[src/rtl/tt_um_array_divider_hhrb98_pkg.sv]
// Shared constants for the restoring array divider: iteration count,
// FSM encoding and the bit positions used on the bidirectional uio bus.
package tt_um_array_divider_hhrb98_pkg;

  localparam int DIV_ITERS = 8;

  typedef enum logic [1:0] {
    IDLE = 2'd0,
    RUN  = 2'd1,
    DONE = 2'd2
  } state_t;

  localparam int START_BIT = 4;
  localparam int SEL_BIT   = 5;
  localparam int BUSY_BIT  = 6;
  localparam int DONE_BIT  = 7;

  localparam logic [7:0] UIO_OE_VAL = 8'b1100_0000;

endpackage

[src/rtl/tt_um_array_divider_hhrb98_if.sv]
// Tile pin bundle: dedicated inputs, bidirectional inputs, outputs and enables.
interface tt_um_array_divider_hhrb98_if;

  logic [7:0] ui_in;
  logic [7:0] uio_in;
  logic [7:0] uo_out;
  logic [7:0] uio_out;
  logic [7:0] uio_oe;

  modport master (output ui_in, uio_in, input uo_out, uio_out, uio_oe);
  modport slave  (input ui_in, uio_in, output uo_out, uio_out, uio_oe);

endinterface

[src/rtl/tt_um_array_divider_hhrb98_div_step.sv]
// One restoring-division iteration: shift in a dividend bit, trial-subtract
// the divisor and keep the difference only when it does not go negative.
module tt_um_array_divider_hhrb98_div_step (
  input  logic [3:0] rem,
  input  logic       dvd_bit,
  input  logic [3:0] divisor,
  output logic [3:0] rem_next,
  output logic       q_bit
);

  logic [4:0] shifted;
  logic [3:0] diff;
  logic       ge;

  // Whenever ge holds the true difference is below 16, so a 4-bit subtract suffices.
  assign shifted  = {rem, dvd_bit};
  assign ge       = (shifted >= {1'b0, divisor});
  assign diff     = shifted[3:0] - divisor;
  assign rem_next = ge ? diff : shifted[3:0];
  assign q_bit    = ge;

endmodule

[src/rtl/tt_um_array_divider_hhrb98.sv]
// 8-bit / 4-bit unsigned restoring divider, one quotient bit per clock,
// started by a rising edge on uio_in[4]; result muxed onto uo_out by uio_in[5].
module tt_um_array_divider_hhrb98 #(
  parameter int DIV_ITERS = tt_um_array_divider_hhrb98_pkg::DIV_ITERS
) (
  input  logic                               clk,
  input  logic                               rst_n,
  input  logic                               ena,
  tt_um_array_divider_hhrb98_if.slave        bus
);

  import tt_um_array_divider_hhrb98_pkg::*;

  localparam int                 CNT_W    = $clog2(DIV_ITERS + 1);
  localparam logic [CNT_W-1:0]   LAST_CNT = CNT_W'(DIV_ITERS - 1);

  state_t           state;
  logic             busy_q, done_q;
  logic             start_q, armed_q;
  logic [7:0]       dvd_q;
  logic [3:0]       dsr_q;
  logic [3:0]       rem_q;
  logic [7:0]       quo_q;
  logic [CNT_W-1:0] cnt;

  logic       start, start_edge;
  logic [3:0] rem_next;
  logic       q_bit;
  logic [7:0] uio_out_w;
  logic       unused_in;

  assign unused_in = &{1'b0, ena, bus.uio_in[7:6]};

  // armed_q blocks a start that was already high when reset was released.
  assign start      = bus.uio_in[START_BIT];
  assign start_edge = start & ~start_q & armed_q;

  tt_um_array_divider_hhrb98_div_step u_div_step (
    .rem      (rem_q),
    .dvd_bit  (dvd_q[7]),
    .divisor  (dsr_q),
    .rem_next (rem_next),
    .q_bit    (q_bit)
  );

  always_ff @(posedge clk or negedge rst_n) begin
    if (!rst_n) begin
      state   <= IDLE;
      busy_q  <= 1'b0;
      done_q  <= 1'b0;
      start_q <= 1'b0;
      armed_q <= 1'b0;
      dvd_q   <= '0;
      dsr_q   <= '0;
      rem_q   <= '0;
      quo_q   <= '0;
      cnt     <= '0;
    end else begin
      start_q <= start;
      if (!start) armed_q <= 1'b1;
      case (state)
        IDLE, DONE: begin
          if (start_edge) begin
            state  <= RUN;
            dvd_q  <= bus.ui_in;
            dsr_q  <= bus.uio_in[3:0];
            rem_q  <= '0;
            quo_q  <= '0;
            cnt    <= '0;
            busy_q <= 1'b1;
            done_q <= 1'b0;
          end
        end
        RUN: begin
          dvd_q <= {dvd_q[6:0], 1'b0};
          quo_q <= {quo_q[6:0], q_bit};
          rem_q <= rem_next;
          cnt   <= cnt + CNT_W'(1);
          if (cnt == LAST_CNT) begin
            state  <= DONE;
            busy_q <= 1'b0;
            done_q <= 1'b1;
            // Divide by zero naturally yields all-ones quotient; force the remainder to match.
            if (dsr_q == 4'd0) rem_q <= 4'hF;
          end
        end
        default: state <= IDLE;
      endcase
    end
  end

  always_comb begin
    uio_out_w           = '0;
    uio_out_w[BUSY_BIT] = busy_q;
    uio_out_w[DONE_BIT] = done_q;
  end

  assign bus.uo_out  = bus.uio_in[SEL_BIT] ? {4'b0000, rem_q} : quo_q;
  assign bus.uio_out = uio_out_w;
  assign bus.uio_oe  = UIO_OE_VAL;

endmodule
[src/flat_wrapper.sv]
// flat-port wrapper written by rule: the top's interface ports become plain ports
module tt_um_array_divider_hhrb98_flat import tt_um_array_divider_hhrb98_pkg::*;
#(
  parameter int DIV_ITERS = tt_um_array_divider_hhrb98_pkg::DIV_ITERS
)
  (clk, rst_n, ena, bus_ui_in, bus_uio_in, bus_uo_out, bus_uio_out, bus_uio_oe);
  tt_um_array_divider_hhrb98_if bus_i ();
  input  logic clk;
  input  logic rst_n;
  input  logic ena;
  input wire logic [$bits(bus_i.ui_in)-1:0] bus_ui_in;
  input wire logic [$bits(bus_i.uio_in)-1:0] bus_uio_in;
  output wire logic [$bits(bus_i.uo_out)-1:0] bus_uo_out;
  output wire logic [$bits(bus_i.uio_out)-1:0] bus_uio_out;
  output wire logic [$bits(bus_i.uio_oe)-1:0] bus_uio_oe;
  assign bus_i.ui_in = bus_ui_in;
  assign bus_i.uio_in = bus_uio_in;
  assign bus_uo_out = bus_i.uo_out;
  assign bus_uio_out = bus_i.uio_out;
  assign bus_uio_oe = bus_i.uio_oe;
  tt_um_array_divider_hhrb98 #(.DIV_ITERS(DIV_ITERS)) u_core (.clk(clk), .rst_n(rst_n), .ena(ena), .bus(bus_i));
endmodule
[config.mk]
export PLATFORM = sky130hd
export DESIGN_NAME = tt_um_array_divider_hhrb98_flat
export DESIGN_NICKNAME = d
export VERILOG_FILES = /design/src/rtl/tt_um_array_divider_hhrb98_pkg.sv /design/src/rtl/tt_um_array_divider_hhrb98_if.sv /design/src/rtl/tt_um_array_divider_hhrb98_div_step.sv /design/src/rtl/tt_um_array_divider_hhrb98.sv /design/src/flat_wrapper.sv
export SDC_FILE = /design/constraint.sdc
export NUM_CORES = 1
export LEC_CHECK = 0
export CORE_MARGIN = 2
export CORE_UTILIZATION = 49
export CTS_BUF_LIST = sky130_fd_sc_hd__clkbuf_16
export DETAILED_ROUTE_END_ITERATION = 10
export GPL_TIMING_DRIVEN = 0
export PLACE_DENSITY = 0.85
export SYNTH_ARGS = -nofsm -noshare
export SYNTH_HDL_FRONTEND = slang
export SYNTH_SLANG_ARGS = --single-unit
[constraint.sdc]
create_clock -name clk -period 2.6 [get_ports clk]
set_clock_uncertainty 0.15 [all_clocks]
set_input_delay 0.39 -clock clk [delete_from_list [all_inputs] [get_ports clk]]
set_output_delay 0.39 -clock clk [all_outputs]
set_load 0.02 [all_outputs]
Yosys cells after proc, flatten, opt, wreduce, memory -nomap -nowiden
Cells that the tools add are included.
{"block": "totals", "ff_bits": 34, "latchBits": 0, "ram_bits": 0, "romBits": 0, "out_inout_bits": 24, "word_cells": 49, "mem_count": 0}
{"block": "classes", "addsub": 2, "multipliers": 0, "div": 0, "order_cmp": 1, "n_eq_ne": 5, "n_shift": 0, "muxes": 20, "bitwise_logic": 3, "reduce_logical": 8}
{"cell": "one-hot mux 8 bit (2 select lines)", "n": 2}
{"cell": "2-to-1 mux 8 bit", "n": 3}
{"cell": "2-to-1 mux 4 bit", "n": 4}
{"cell": "one-hot mux 4 bit (2 select lines)", "n": 2}
{"cell": "AND reduction 2 bit", "n": 3}
{"cell": ">= comparator 5 x 4 -> 1 bit", "n": 1}
{"cell": "adder 4 x 1 -> 4 bit, second input constant", "n": 1}
{"cell": "== test 4 x 3 -> 1 bit, second input constant", "n": 1}
{"cell": "zero test 4 bit", "n": 1}
{"cell": "2-to-1 mux 1 bit", "n": 4}
{"cell": "2-to-1 mux 2 bit", "n": 2}
{"cell": "inequality test 2 x 1 -> 1 bit, second input constant", "n": 2}
{"cell": "one-hot mux 1 bit (2 select lines)", "n": 2}
{"cell": "one-hot mux 2 bit (2 select lines)", "n": 1}
{"cell": "subtractor 4 bit", "n": 1}
{"cell": "AND reduction 3 bit", "n": 1}
{"cell": "bitwise AND 1 bit", "n": 2}
{"cell": "== test 2 x 1 -> 1 bit, second input constant", "n": 1}
{"cell": "== test 2 bit, second input constant", "n": 1}
{"cell": "zero test 2 bit", "n": 1}
{"cell": "nonzero test 2 bit", "n": 1}
{"cell": "OR reduction 2 bit", "n": 1}
{"cell": "NOT 1 bit", "n": 1}

Logic depth before layout (Yosys ltp)
Gate-level depths: netlist of the first run.
{"block": "depth", "ltp_word": 5, "ltp_mapped": 7, "mapped_depth_nobuf": 7}

Cells and area by module
From an unflattened synthesis of the first run, not the netlist that was laid out.
{"block": "hier_totals", "hier_cells": 208, "area_unflattened_um2": 1855.5}
{"module": "tt_um_array_divider_hhrb98", "instances": 1, "cells_per_inst": 180, "area_each_um2": 1631.6, "seq_area_each_um2": 850.8}
{"module": "tt_um_array_divider_hhrb98_div_step", "instances": 1, "cells_per_inst": 28, "area_each_um2": 224.0, "seq_area_each_um2": 0.0}

Worst setup path before layout of the first run
OpenSTA, ideal clock, no wires.
{"block": "synth_timing", "path_type": "reg-to-reg", "from": "register u_core.dvd_q[7]", "to": "register u_core.rem_q[1]", "setup_time_ns": 0.132, "arrival_ns": 1.638, "required_ns": 2.318, "path_slack_ns": 0.680, "path_stages_with_launch": 8, "path_buffers": 0, "path_cell_list": "dfrtp_1 -> inv_1 -> ha_1 -> nand2b_1 -> a2111oi_4 -> nor2_2 -> a211oi_1 -> o21ai_1"}
{"block": "synth_between", "elab_chain_len": 5}
{"element": "start, declared", "line_no": "tt_um_array_divider_hhrb98.sv:20", "source": "logic [7:0] dvd_q;"}
{"element": "start signal, assigned", "line_no": "tt_um_array_divider_hhrb98.sv:65", "source": "dvd_q <= bus.ui_in;"}
{"element": "start signal, assigned", "line_no": "tt_um_array_divider_hhrb98.sv:75", "source": "dvd_q <= {dvd_q[6:0], 1'b0};"}
{"element": "subtractor 4 bit / >= comparator 5 x 4 -> 1 bit (equally long branches)", "line_no": "tt_um_array_divider_hhrb98_div_step.sv:18, tt_um_array_divider_hhrb98_div_step.sv:17"}
{"element": "2-to-1 mux 4 bit *", "line_no": "tt_um_array_divider_hhrb98_div_step.sv:19", "source": "assign rem_next = ge ? diff : shifted[3:0];"}
{"element": "2-to-1 mux 4 bit", "line_no": "tt_um_array_divider_hhrb98.sv:84", "source": "if (dsr_q == 4'd0) rem_q <= 4'hF;"}
{"element": "2-to-1 mux 4 bit *", "line_no": "tt_um_array_divider_hhrb98.sv:79", "source": "if (cnt == LAST_CNT) begin"}
{"element": "one-hot mux 4 bit (2 select lines) *", "line_no": "tt_um_array_divider_hhrb98.sv:61", "source": "case (state)"}
{"element": "end signal, assigned", "line_no": "tt_um_array_divider_hhrb98.sv:77", "source": "rem_q <= rem_next;"}
{"element": "end, declared", "line_no": "tt_um_array_divider_hhrb98.sv:22", "source": "logic [3:0] rem_q;"}
Mark *: on every way between the ends. The rest lies on a longest branch, timed or not.
A chain may end at the register's enable or synchronous reset.

Worst setup path in the final report of the first run
{"block": "layout_timing", "from": "register u_core.dvd_q[7]", "to": "register u_core.rem_q[2]"}
Same word-level chain as after synthesis.

==> impl_results.md, run 1 <==
- Num Clock Sinks: 34
- Sequential share of power: 31.1%
- Avg Synthesized Cell Area: 9.38 um^2
- Adder and majority cell fraction of the synthesized area: 4.51%
- Final period util: 83.9%
- Worst min-delay path class: in2async
- Leakage component of the power: 1.06 nW
- Combinational group share of total power: 46.0%
- DRC violation count after routing: 0
- Maximum fanout count along the critical path: 4
- H-tree level count: 2
- Post-synthesis simple-gate area fraction: 16.2%
- Remaining antenna violation count: 0
- Hold violation total from the final report: 0
- Most common cell in the synthesized netlist: sky130_fd_sc_hd__nand2_1
- Cell count after synthesis: 195
- Sequential element share of the synthesized area: 46.5%
- Cell with the largest stage delay on the worst path: sky130_fd_sc_hd__a2111oi_4
- Series of cell instances along the critical path: inv_1 > ha_1 > nand2b_1 > a2111oi_4 > nor2_2 > o31ai_1 > o21ai_1
- Multiplexer area fraction after synthesis: 7.46%
- Pwr Density: 1230 mW/mm^2
- FF-to-FF setup slack: 0.42 ns
- Crit path to: u_core.rem_q[2]
- Number of top-level pins: 43
- Share of Yosys cell area claimed by the top area cell type: 46.5%
- Launching point of the worst reg2reg path: u_core.dvd_q[7]
- Warning count from the yosys run: 0
- Starting density of the core: 50.3%
- Synthesis-to-finish area growth: 27.6%
- Cell internal power dissipation: 0.00178 W
- Depth of the most critical reg-to-reg path: 7
- Routed vias/inst: 5.03
- Residual overflow from global routing: 0
- Flops & latches, synth: 34
- First-pass GRT wire length: 6220 um
- IO buf count: 24
- Setup TNS Final: 0 ns
- GPL Wtd Cong: 0.836
- Setup Viol. Count Final: 0
- Number of hold buffers added after CTS: 0
- Final critical delay including setup and external delays: 2.18 ns
- Top area cells in the synthesized netlist: sky130_fd_sc_hd__dfrtp_1 47%, sky130_fd_sc_hd__nand2_1 8.2%, sky130_fd_sc_hd__o21ai_0 6.6%
- Pins Over Slew Limit: 0
- Total Routing Usage GR: 19.3%
- Complex-gate fraction of the synthesized area: 14.3%
- Switching power: 0.00109 W
- Die height: 65.1 um
- Start-to-end type of the worst setup path: reg2reg
- Post-synth EDFFs: 0
- Netlist cell types: 36
- Crit path launch: u_core.dvd_q[7]
- Post_cts resized: 0
- Largest area contributor in the netlist: sky130_fd_sc_hd__dfrtp_1
- Vias in the first global route: 1419
- Post-synth top cells: 40 x sky130_fd_sc_hd__nand2_1, 34 x sky130_fd_sc_hd__dfrtp_1, 24 x sky130_fd_sc_hd__o21ai_0, 16 x sky130_fd_sc_hd__buf_4, 8 x sky130_fd_sc_hd__mux2i_1
- Placed wire-length estimate: 2610 um
- Horizontal extent of the die: 65.1 um
- Reported max-cap violation count: 0
- Slew at the pin closest to its max-slew limit: 0.754 ns
- Core Footprint: 0.00363 mm^2
- Total wirelength of the detailed-routed design: 3580 um
- Vias: 1443
- Setup repair after global routing missed its margin: no
- Post-route insts no fill: 287
- Sw frac: 37.9%
- Max Fclk: 458 MHz
- Clk buf depth: 2
- Worst endpoint data arrival time: 2.19 ns
- Row Count: 22
- Main combinational cell family by area after synthesis: simple AND/OR/NAND/NOR gates
- Relative slew margins: 49.7%
- Starting DRT DRC Count: 43
- Full die area: 0.00424 mm^2
- Routed WL per cell: 12.5 um
- CTS Root Buffer Type: sky130_fd_sc_hd__clkbuf_16
- Clock input transition at the sequential cells of the worst setup and hold paths: 0.05 ns
- Type of destination of the critical path: flop
- Share of synthesized flip-flops with an asynchronous set or reset: 100%
- Share of layout cells above drive strength 1: 15.9%
- Netlist area before placement: 0.00183 mm^2
- Clock tree from TritonCTS: done
- Number of antenna violations at the first check in global routing: 0
- Post-CTS repair timing setup buffer count: 0
- # nets final: 263
- Max incr delay on CP: 0.45 ns
- Largest net degree at the start of global routing: 35
- R2r endpoint: u_core.rem_q[2]
- Clock latency on the worst-skew pair: 0.28 ns
- Outcome: finished, final reports clean
- DP Cell Count: 279
- Largest vdd supply drop: 0.568 mV
- Synth Area in XOR/XNOR: 0.958%
- Worst Setup Start Kind: flop
- Primary FF master, synth: sky130_fd_sc_hd__dfrtp_1
- Clock buffer count from CTS: 5
- Count of inserted antenna diode cells: 0
- Fraction of power consumed by the clock network: 22.9%
- Drt pass-1 iters: 4
- Required time worst endpoint: 2.60 ns
placed cells by master, fill, tap and decap left out, types with 2 or more instances in the layout:
cell / netlist / layout
sky130_fd_sc_hd__o21ai_1: 3 / 3
sky130_fd_sc_hd__ha_1: 5 / 5
sky130_fd_sc_hd__dfrtp_1: 34 / 34
sky130_fd_sc_hd__inv_1: 5 / 5
sky130_fd_sc_hd__clkbuf_16: 0 / 5
sky130_fd_sc_hd__buf_4: 16 / 16
sky130_fd_sc_hd__buf_2: 3 / 4
sky130_fd_sc_hd__a31oi_1: 2 / 2
sky130_fd_sc_hd__clkdlybuf4s50_1: 0 / 23
sky130_fd_sc_hd__nand3b_1: 2 / 2
sky130_fd_sc_hd__o21ai_0: 24 / 24
sky130_fd_sc_hd__clkinv_2: 0 / 2
sky130_fd_sc_hd__nand2_1: 40 / 40
sky130_fd_sc_hd__a21oi_1: 4 / 4
sky130_fd_sc_hd__nand2b_1: 3 / 3
sky130_fd_sc_hd__nor2_1: 6 / 6
sky130_fd_sc_hd__o22ai_1: 2 / 2
sky130_fd_sc_hd__conb_1: 2 / 14
sky130_fd_sc_hd__a21o_1: 3 / 3
sky130_fd_sc_hd__nor2b_1: 6 / 6
sky130_fd_sc_hd__mux2_2: 5 / 5
sky130_fd_sc_hd__mux2i_1: 8 / 8
sky130_fd_sc_hd__clkbuf_1: 6 / 6
worst min-delay path by stage:
stage | cells after the start | end | from
5_1_grt | 1 | u_core.cnt[2] | rst_n
3_5_place_dp | 1 | u_core.armed_q | u_core.armed_q
4_1_cts | 1 | u_core.start_q | rst_n
3_3_place_gp | 1 | u_core.armed_q | u_core.armed_q
2_1_floorplan | 0 | u_core.armed_q | rst_n
6_report | 1 | u_core.cnt[1] | rst_n
power by group through the flow:
stage	logic [W]	registers, W	clock network [W]
global placement	0.00129	0.000889	0
detailed placement	0.00132	0.000902	0
global route	0.00150	0.000918	0.000689
floorplan	0.00100	0.000853	0
finish	0.00132	0.000894	0.000658
CTS	0.00134	0.000894	0.000667
logic make-up after synthesis:
logic type | count (synthesis)
other | 2
adder cells (fa/ha/maj) | 6
flip-flops | 34
AND/OR/NAND/NOR | 65
XOR/XNOR | 2
multiplexers | 13
AO/OA/AOI/OAI | 43
buffers and inverters | 30
cell type report:
cell class,count,area (um^2)
inverter,5,18.8
buffer,25,158
sequential,34,851
fill,337,1300
tap,48,60.1
clock inverter,3,40.0
multi-input combinational,143,847
timing repair buffer,24,235
clock buffer,5,125
layer usage:
metal	part of all wire (%)	wire length [um]	track usage, %	vias up
met4	1.2	42	7.03	0
met2	51	1810	34.4	34
li1	-	-	-	709
met3	4.9	176	4.79	5
met1	43	1550	22.6	695
met5	0	0	0	-
critical path: cells and delay by family, from the launching register on:
family / cells / cell delay [ns]
fa+ha+maj: 1 / 0.29
buf+inv: 1 / 0.07
simple gates: 2 / 0.32
flops: 1 / 0.39
compound gates: 3 / 0.84
sequential cells by signal, summed over array words and instances (netlist names):
register and count:
u_core.armed_q 1, u_core.done_q 1, u_core.quo_q 8, u_core.rem_q 4, u_core.dvd_q 8, u_core.dsr_q 4, u_core.state 2, u_core.start_q 1
u_core.cnt 4, u_core.busy_q 1
through the flow:
step	setup WS, ns	util [%]	area [um^2]	power [W]	hold WS [ns]
2_1_floorplan	0.680	-	1870	0.00186	-0.0556
3_3_place_gp	0.352	59.8	2170	0.00218	0.300
3_5_place_dp	0.402	59.7	2170	0.00222	0.312
4_1_cts	0.409	64.3	2330	0.00290	0.0544
5_1_grt	0.210	64.3	2330	0.00311	0.106
6_report	0.419	64.3	2330	0.00288	0.0338
(Power assumes the default switching activity.)
==> inputs of run 2 (changes only) <==
==> constraint.sdc (replaced) <==
create_clock -name clk -period 2.3 [get_ports clk]
set_clock_uncertainty 0.15 [all_clocks]
set_input_delay 0.345 -clock clk [delete_from_list [all_inputs] [get_ports clk]]
set_output_delay 0.345 -clock clk [all_outputs]
set_load 0.02 [all_outputs]
==> run 2 against run 1 <==
The flow now finishes with violations (hold timing). Die area did not move. Sequential share of layout area fell by 0.17 points. Critical path depth did not move. Register-to-register slack got worse by 0.23 ns. Hold slack got worse by 0.049 ns. Utilization rose by 0.31 points. Global-route usage did not move. First-iteration DRC count fell by 4.7%. Cell area rose by 0.48%. Non-clock buffer count rose by 1. Largest power group unchanged.
==> impl_results.md, run 2 (synthesis results as in run 1) <==
- Combinational group share of total power: 46.7%
- Pins Over Slew Limit: 0
- Clock buffer count from CTS: 5
- GPL Wtd Cong: 0.836
- DRC violation count after routing: 0
- Crit path launch: u_core.dvd_q[7]
- Largest vdd supply drop: 0.643 mV
- Core Footprint: 0.00363 mm^2
- Share of layout cells above drive strength 1: 16.7%
- Clock tree from TritonCTS: done
- Top library cells by usage in the layout, fill and taps aside: 40 x sky130_fd_sc_hd__nand2_1, 34 x sky130_fd_sc_hd__dfrtp_1, 24 x sky130_fd_sc_hd__o21ai_0
- Vias: 1462
- Launching point of the worst reg2reg path: u_core.dvd_q[7]
- Setup Viol. Count Final: 0
- First-pass GRT wire length: 6220 um
- H-tree level count: 2
- Clock input transition at the sequential cells of the worst setup and hold paths: 0.05 ns
- Residual overflow from global routing: 0
- Total Routing Usage GR: 19.3%
- Failing checks: hold timing
- Vias in the first global route: 1419
- Commonest non-fill, non-tap cell in the layout: sky130_fd_sc_hd__nand2_1
- Full die area: 0.00424 mm^2
- Leakage component of the power: 1.07 nW
- Setup repair after global routing missed its margin: no
- Total area of multi-input combinational cells: 851 um^2
- Final critical delay including setup and external delays: 2.11 ns
- Slew at the pin closest to its max-slew limit: 0.744 ns
- # nets final: 264
- Placed wire-length estimate: 2610 um
- Storage element area: 851 um^2
- Total power after layout: 0.00329 W
- Fill cell count: 335
- CTS Root Buffer Type: sky130_fd_sc_hd__clkbuf_16
- Starting density of the core: 50.3%
- Max Fclk: 474 MHz
- DP Worst Slack: 0.147 ns
- Routed WL per cell: 12.5 um
- Starting DRT DRC Count: 41
- Number of hold buffers added after CTS: 0
- Synthesis-to-finish area growth: 28.2%
- Drt pass-1 iters: 4
- Worst endpoint data arrival time: 2.11 ns
- Final worst-path setup slack: 0.190 ns
- Worst min-delay path class: in2async
- Pwr Density: 1400 mW/mm^2
- Max incr delay on CP: 0.39 ns
- Cell internal power dissipation: 0.00204 W
- Sequential share of power: 30.7%
- Relative slew margins: 50.4%
- Routed vias/inst: 5.08
- Number of buffer and inverter stages on the critical path: 1
- Final period util: 91.7%
- Start-to-end type of the worst setup path: reg2reg
- Total wirelength of the detailed-routed design: 3600 um
- Final instance area: 0.00235 mm^2
- Clk buf depth: 2
- Largest registers ranked by flip-flop count: u_core.dvd_q x8, u_core.quo_q x8
- Outcome: finished with violations
- Reported max-cap violation count: 0
- Die height: 65.1 um
- Fraction of power consumed by the clock network: 22.6%
- Series of cell instances along the critical path: inv_1 > ha_1 > nand2b_1 > a2111oi_4 > nor2_2 > o31ai_1 > o21ai_1
- Horizontal extent of the die: 65.1 um
- Clock latency on the worst-skew pair: 0.28 ns
- Maximum fanout count along the critical path: 4
- IO buf count: 24
- Row Count: 22
- Type of destination of the critical path: flop
- Remaining antenna violation count: 0
- Cell with the largest stage delay on the worst path: sky130_fd_sc_hd__dfrtp_1
- Hold violation total from the final report: 34
- Switching power: 0.00125 W
- Required time worst endpoint: 2.30 ns
- Number of top-level pins: 43
- Cell area after placement: 0.00217 mm^2
- Largest net degree at the start of global routing: 35
- Cell class contributing the biggest share of worst-path delay: compound AO/OA/AOI/OAI gates
- Minimum hold slack: -0.0153 ns
- Number of antenna violations at the first check in global routing: 0
- Count of inserted antenna diode cells: 0
- Setup TNS Final: 0 ns
- Num Clock Sinks: 34
- Sw frac: 38.0%
- Worst Setup Start Kind: flop
[run 2: path summary, 6_finish.rpt]
| check | slack (ns) | cells past startpoint | end |
|---|---|---|---|
| min reg2reg | 0.32 | 1 | u_core.armed_q |
| min in group clk | 0.32 | 1 | u_core.armed_q |
| max | 0.19 | 7 | u_core.rem_q[2] |
| min | -0.02 | 1 | u_core.cnt[0] |
| max reg2reg | 0.19 | 7 | u_core.rem_q[2] |
| max in group asynchronous | 1.55 | 1 | u_core.rem_q[3] |
[run 2: area by class of cell]
type                    count  area share [%]
well taps                  48            2.56
inverters                   5           0.800
plain buffers              25            6.72
multi-input cells         143            36.3
repair buffers             25            10.3
flip-flops and latches     34            36.3
clock buffers               5            5.33
clock inverters             3            1.71
[run 2: timing repair]
item	CTS	global route
endpoints found under the setup margin	0	1
gates resized for setup	0	1
buffers inserted	0	1
[run 2: routing by layer]
metal | vias to the layer above | global-route usage (%) | share of wire [%]
met5 | - | 0 | 0
met3 | 5 | 4.79 | 4.9
li1 | 709 | - | -
met4 | 0 | 7.03 | 1.2
met1 | 714 | 22.6 | 43
met2 | 34 | 34.4 | 50
[run 2: metrics by stage]
| step | hold slack [ns] | std cells | utilization [%] |
|---|---|---|---|
| after floorplan | -0.101 | 207 | - |
| after global placement | 0.300 | 279 | 59.8 |
| after detailed placement | 0.303 | 279 | 59.7 |
| after CTS | 0.00937 | 287 | 64.3 |
| after global routing | 0.0606 | 288 | 64.6 |
| final | -0.0153 | 288 | 64.6 |
[run 2: power by group through the flow]
stage | Combinational, W | Sequential (W) | Clock (W)
2_1_floorplan | 0.00113 | 0.000964 | 0
3_3_place_gp | 0.00146 | 0.00100 | 0
3_5_place_dp | 0.00149 | 0.00102 | 0
4_1_cts | 0.00151 | 0.00101 | 0.000754
5_1_grt | 0.00173 | 0.00104 | 0.000779
6_report | 0.00154 | 0.00101 | 0.000742
==> inputs of run 3 (changes only) <==
--- a/config.mk
+++ b/config.mk
@@ -6,11 +6,11 @@
 export NUM_CORES = 1
 export LEC_CHECK = 0
 export CORE_MARGIN = 2
-export CORE_UTILIZATION = 49
+export CORE_UTILIZATION = 41
 export CTS_BUF_LIST = sky130_fd_sc_hd__clkbuf_16
 export DETAILED_ROUTE_END_ITERATION = 10
 export GPL_TIMING_DRIVEN = 0
-export PLACE_DENSITY = 0.85
+export PLACE_DENSITY = 0.74
 export SYNTH_ARGS = -nofsm -noshare
 export SYNTH_HDL_FRONTEND = slang
 export SYNTH_SLANG_ARGS = --single-unit
==> run 3 against run 2 <==
The run still ends with hold timing left. Critical path depth decreased by 1. Setup slack got worse by 0.0082 ns. Sequential share of layout area increased by 0.67 points. Global-route usage decreased by 3.9 points. Highest routed layer unchanged. Sequential power about the same. Clock power decreased by 19%. Count of clock-buffer cells in the layout unchanged. Cell area decreased by 1.8%. Register-to-register slack about the same.
==> impl_results.md, run 3 (synthesis results as in run 1) <==
- Clock tree from TritonCTS: done
- Starting density of the core: 42.3%
- Routed vias/inst: 4.92
- DP Cell Count: 283
- Full die area: 0.00501 mm^2
- Starting DRT DRC Count: 57
- Worst endpoint data arrival time: 2.10 ns
- Vias: 1421
- Combinational group share of total power: 48.3%
- Clk buf depth: 2
- Setup Viol. Count Final: 0
- Number of hold buffers added after CTS: 0
- Series of cell instances along the critical path: ha_1 > or2_2 > a21oi_1 > nor2_2 > a211oi_1 > o21ai_1
- Switching power: 0.00121 W
- CTS Root Buffer Type: sky130_fd_sc_hd__clkbuf_16
- Sw frac: 38.9%
- Crit path to: u_core.rem_q[1]
- Setup repair after global routing missed its margin: no
- WP depth: 6
- Maximum fanout count along the critical path: 4
- Synthesis-to-finish area growth: 25.9%
- Number of buffer and inverter stages on the critical path: 0
- Post-CTS repair timing setup buffer count: 0
- Clock input transition at the sequential cells of the worst setup and hold paths: 0.05 ns
- Largest vdd supply drop: 0.593 mV
- Outcome: finished with violations
- Number of top-level pins: 43
- Depth of the most critical reg-to-reg path: 6
- Final critical delay including setup and external delays: 2.12 ns
- Post_cts resized: 0
- DP Worst Slack: 0.155 ns
- Type of destination of the critical path: flop
- Num Clock Sinks: 34
- Start-to-end type of the worst setup path: reg2reg
- Required time worst endpoint: 2.29 ns
- Drt pass-1 iters: 4
- Commonest non-fill, non-tap cell in the layout: sky130_fd_sc_hd__nand2_1
- Reported max-cap violation count: 0
- Remaining antenna violation count: 0
- Total wirelength of the detailed-routed design: 3580 um
- Worst min-delay path class: in2async
- Crit path launch: u_core.rem_q[1]
- IO buf count: 24
- Vias in the first global route: 1350
- Setup TNS Final: 0 ns
- Minimum hold slack: -0.00953 ns
- Fraction of power consumed by the clock network: 19.3%
- Core Footprint: 0.00432 mm^2
- First-pass GRT wire length: 6100 um
- Hold violation total from the final report: 21
- Max incr delay on CP: 0.42 ns
- Share of layout cells above drive strength 1: 14.8%
- Horizontal extent of the die: 70.8 um
- Largest registers ranked by flip-flop count: u_core.dvd_q x8, u_core.quo_q x8
- Clock latency on the worst-skew pair: 0.27 ns
- Number of antenna violations at the first check in global routing: 0
- Placed wire-length estimate: 2610 um
- Total Routing Usage GR: 15.4%
- Total power after layout: 0.00311 W
- Residual overflow from global routing: 0
- Count of inserted antenna diode cells: 0
- Clock buffer count from CTS: 5
- Sequential share of power: 32.4%
- Cell class contributing the biggest share of worst-path delay: compound AO/OA/AOI/OAI gates
- Pins Over Slew Limit: 0
- Row Count: 24
- R2r endpoint: u_core.rem_q[1]
- Cell internal power dissipation: 0.00190 W
- Routed WL per cell: 12.4 um
- Relative slew margins: 50.0%
- GPL Wtd Cong: 0.852
- H-tree level count: 2
- FF-to-FF setup slack: 0.18 ns
- Final worst-path setup slack: 0.182 ns
- Final period util: 92.1%
- Launching point of the worst reg2reg path: u_core.rem_q[1]
- Slew at the pin closest to its max-slew limit: 0.750 ns
- # nets final: 263
- Pwr Density: 1350 mW/mm^2
- Post-route insts no fill: 289
- Die height: 70.8 um
- DRC violation count after routing: 0
- Max Fclk: 472 MHz
- Largest net degree at the start of global routing: 35
- Top library cells by usage in the layout, fill and taps aside: 40 x sky130_fd_sc_hd__nand2_1, 34 x sky130_fd_sc_hd__dfrtp_1, 24 x sky130_fd_sc_hd__o21ai_0
- Worst Setup Start Kind: flop
- Leakage component of the power: 1.04 nW
- Cell with the largest stage delay on the worst path: sky130_fd_sc_hd__dfrtp_1
- Failing checks: hold timing
run 3: cell types whose count changed in the layout (fill, tap and decap cells not counted), sizes merged:
cell | previous run | this run
buf | 21 | 20
bufinv | 1 | 0
clkinv | 2 | 1
run 3: metal layers:
metal / vias up / track usage (%) / wire (um)
li1: 709 / - / -
met1: 676 / 19.1 / 1710
met2: 31 / 26.1 / 1700
met3: 5 / 3.70 / 147
met4: 0 / 6.08 / 31
met5: - / 0 / 0
run 3: worst min-delay path by stage:
stage	to	slack, ns	cells past startpoint	from
final	u_core.state[1]	-0.01	1	rst_n
after detailed placement	u_core.state[1]	0.30	1	rst_n
after floorplan	u_core.armed_q	-0.10	0	rst_n
after CTS	u_core.armed_q	0.01	1	rst_n
after global placement	u_core.armed_q	0.30	1	u_core.armed_q
after global routing	u_core.armed_q	0.06	1	rst_n
run 3: cell type report:
class	count	area, um^2
sequential	34	851
fill	414	2020
clock buffer	5	125
buffer	25	158
inverter	5	18.8
multi-input combinational	143	847
clock inverter	1	3.75
timing repair buffer	24	235
tap	52	65.1
run 3: stage by stage:
stage | utilization [%] | hold slack, ns | cell area (um^2)
2_1_floorplan | - | -0.101 | 1870
3_3_place_gp | 50.4 | 0.300 | 2180
3_5_place_dp | 50.3 | 0.296 | 2170
4_1_cts | 53.3 | 0.0134 | 2300
5_1_grt | 53.3 | 0.0577 | 2300
6_report | 53.3 | -0.00953 | 2300
run 3: power by group through the flow:
stage / logic [W] / clock network [W] / registers, W
after floorplan: 0.00113 / 0 / 0.000964
after global placement: 0.00147 / 0 / 0.00101
after detailed placement: 0.00150 / 0 / 0.00102
after CTS: 0.00152 / 0.000608 / 0.00101
after global routing: 0.00170 / 0.000631 / 0.00104
final: 0.00150 / 0.000599 / 0.00101
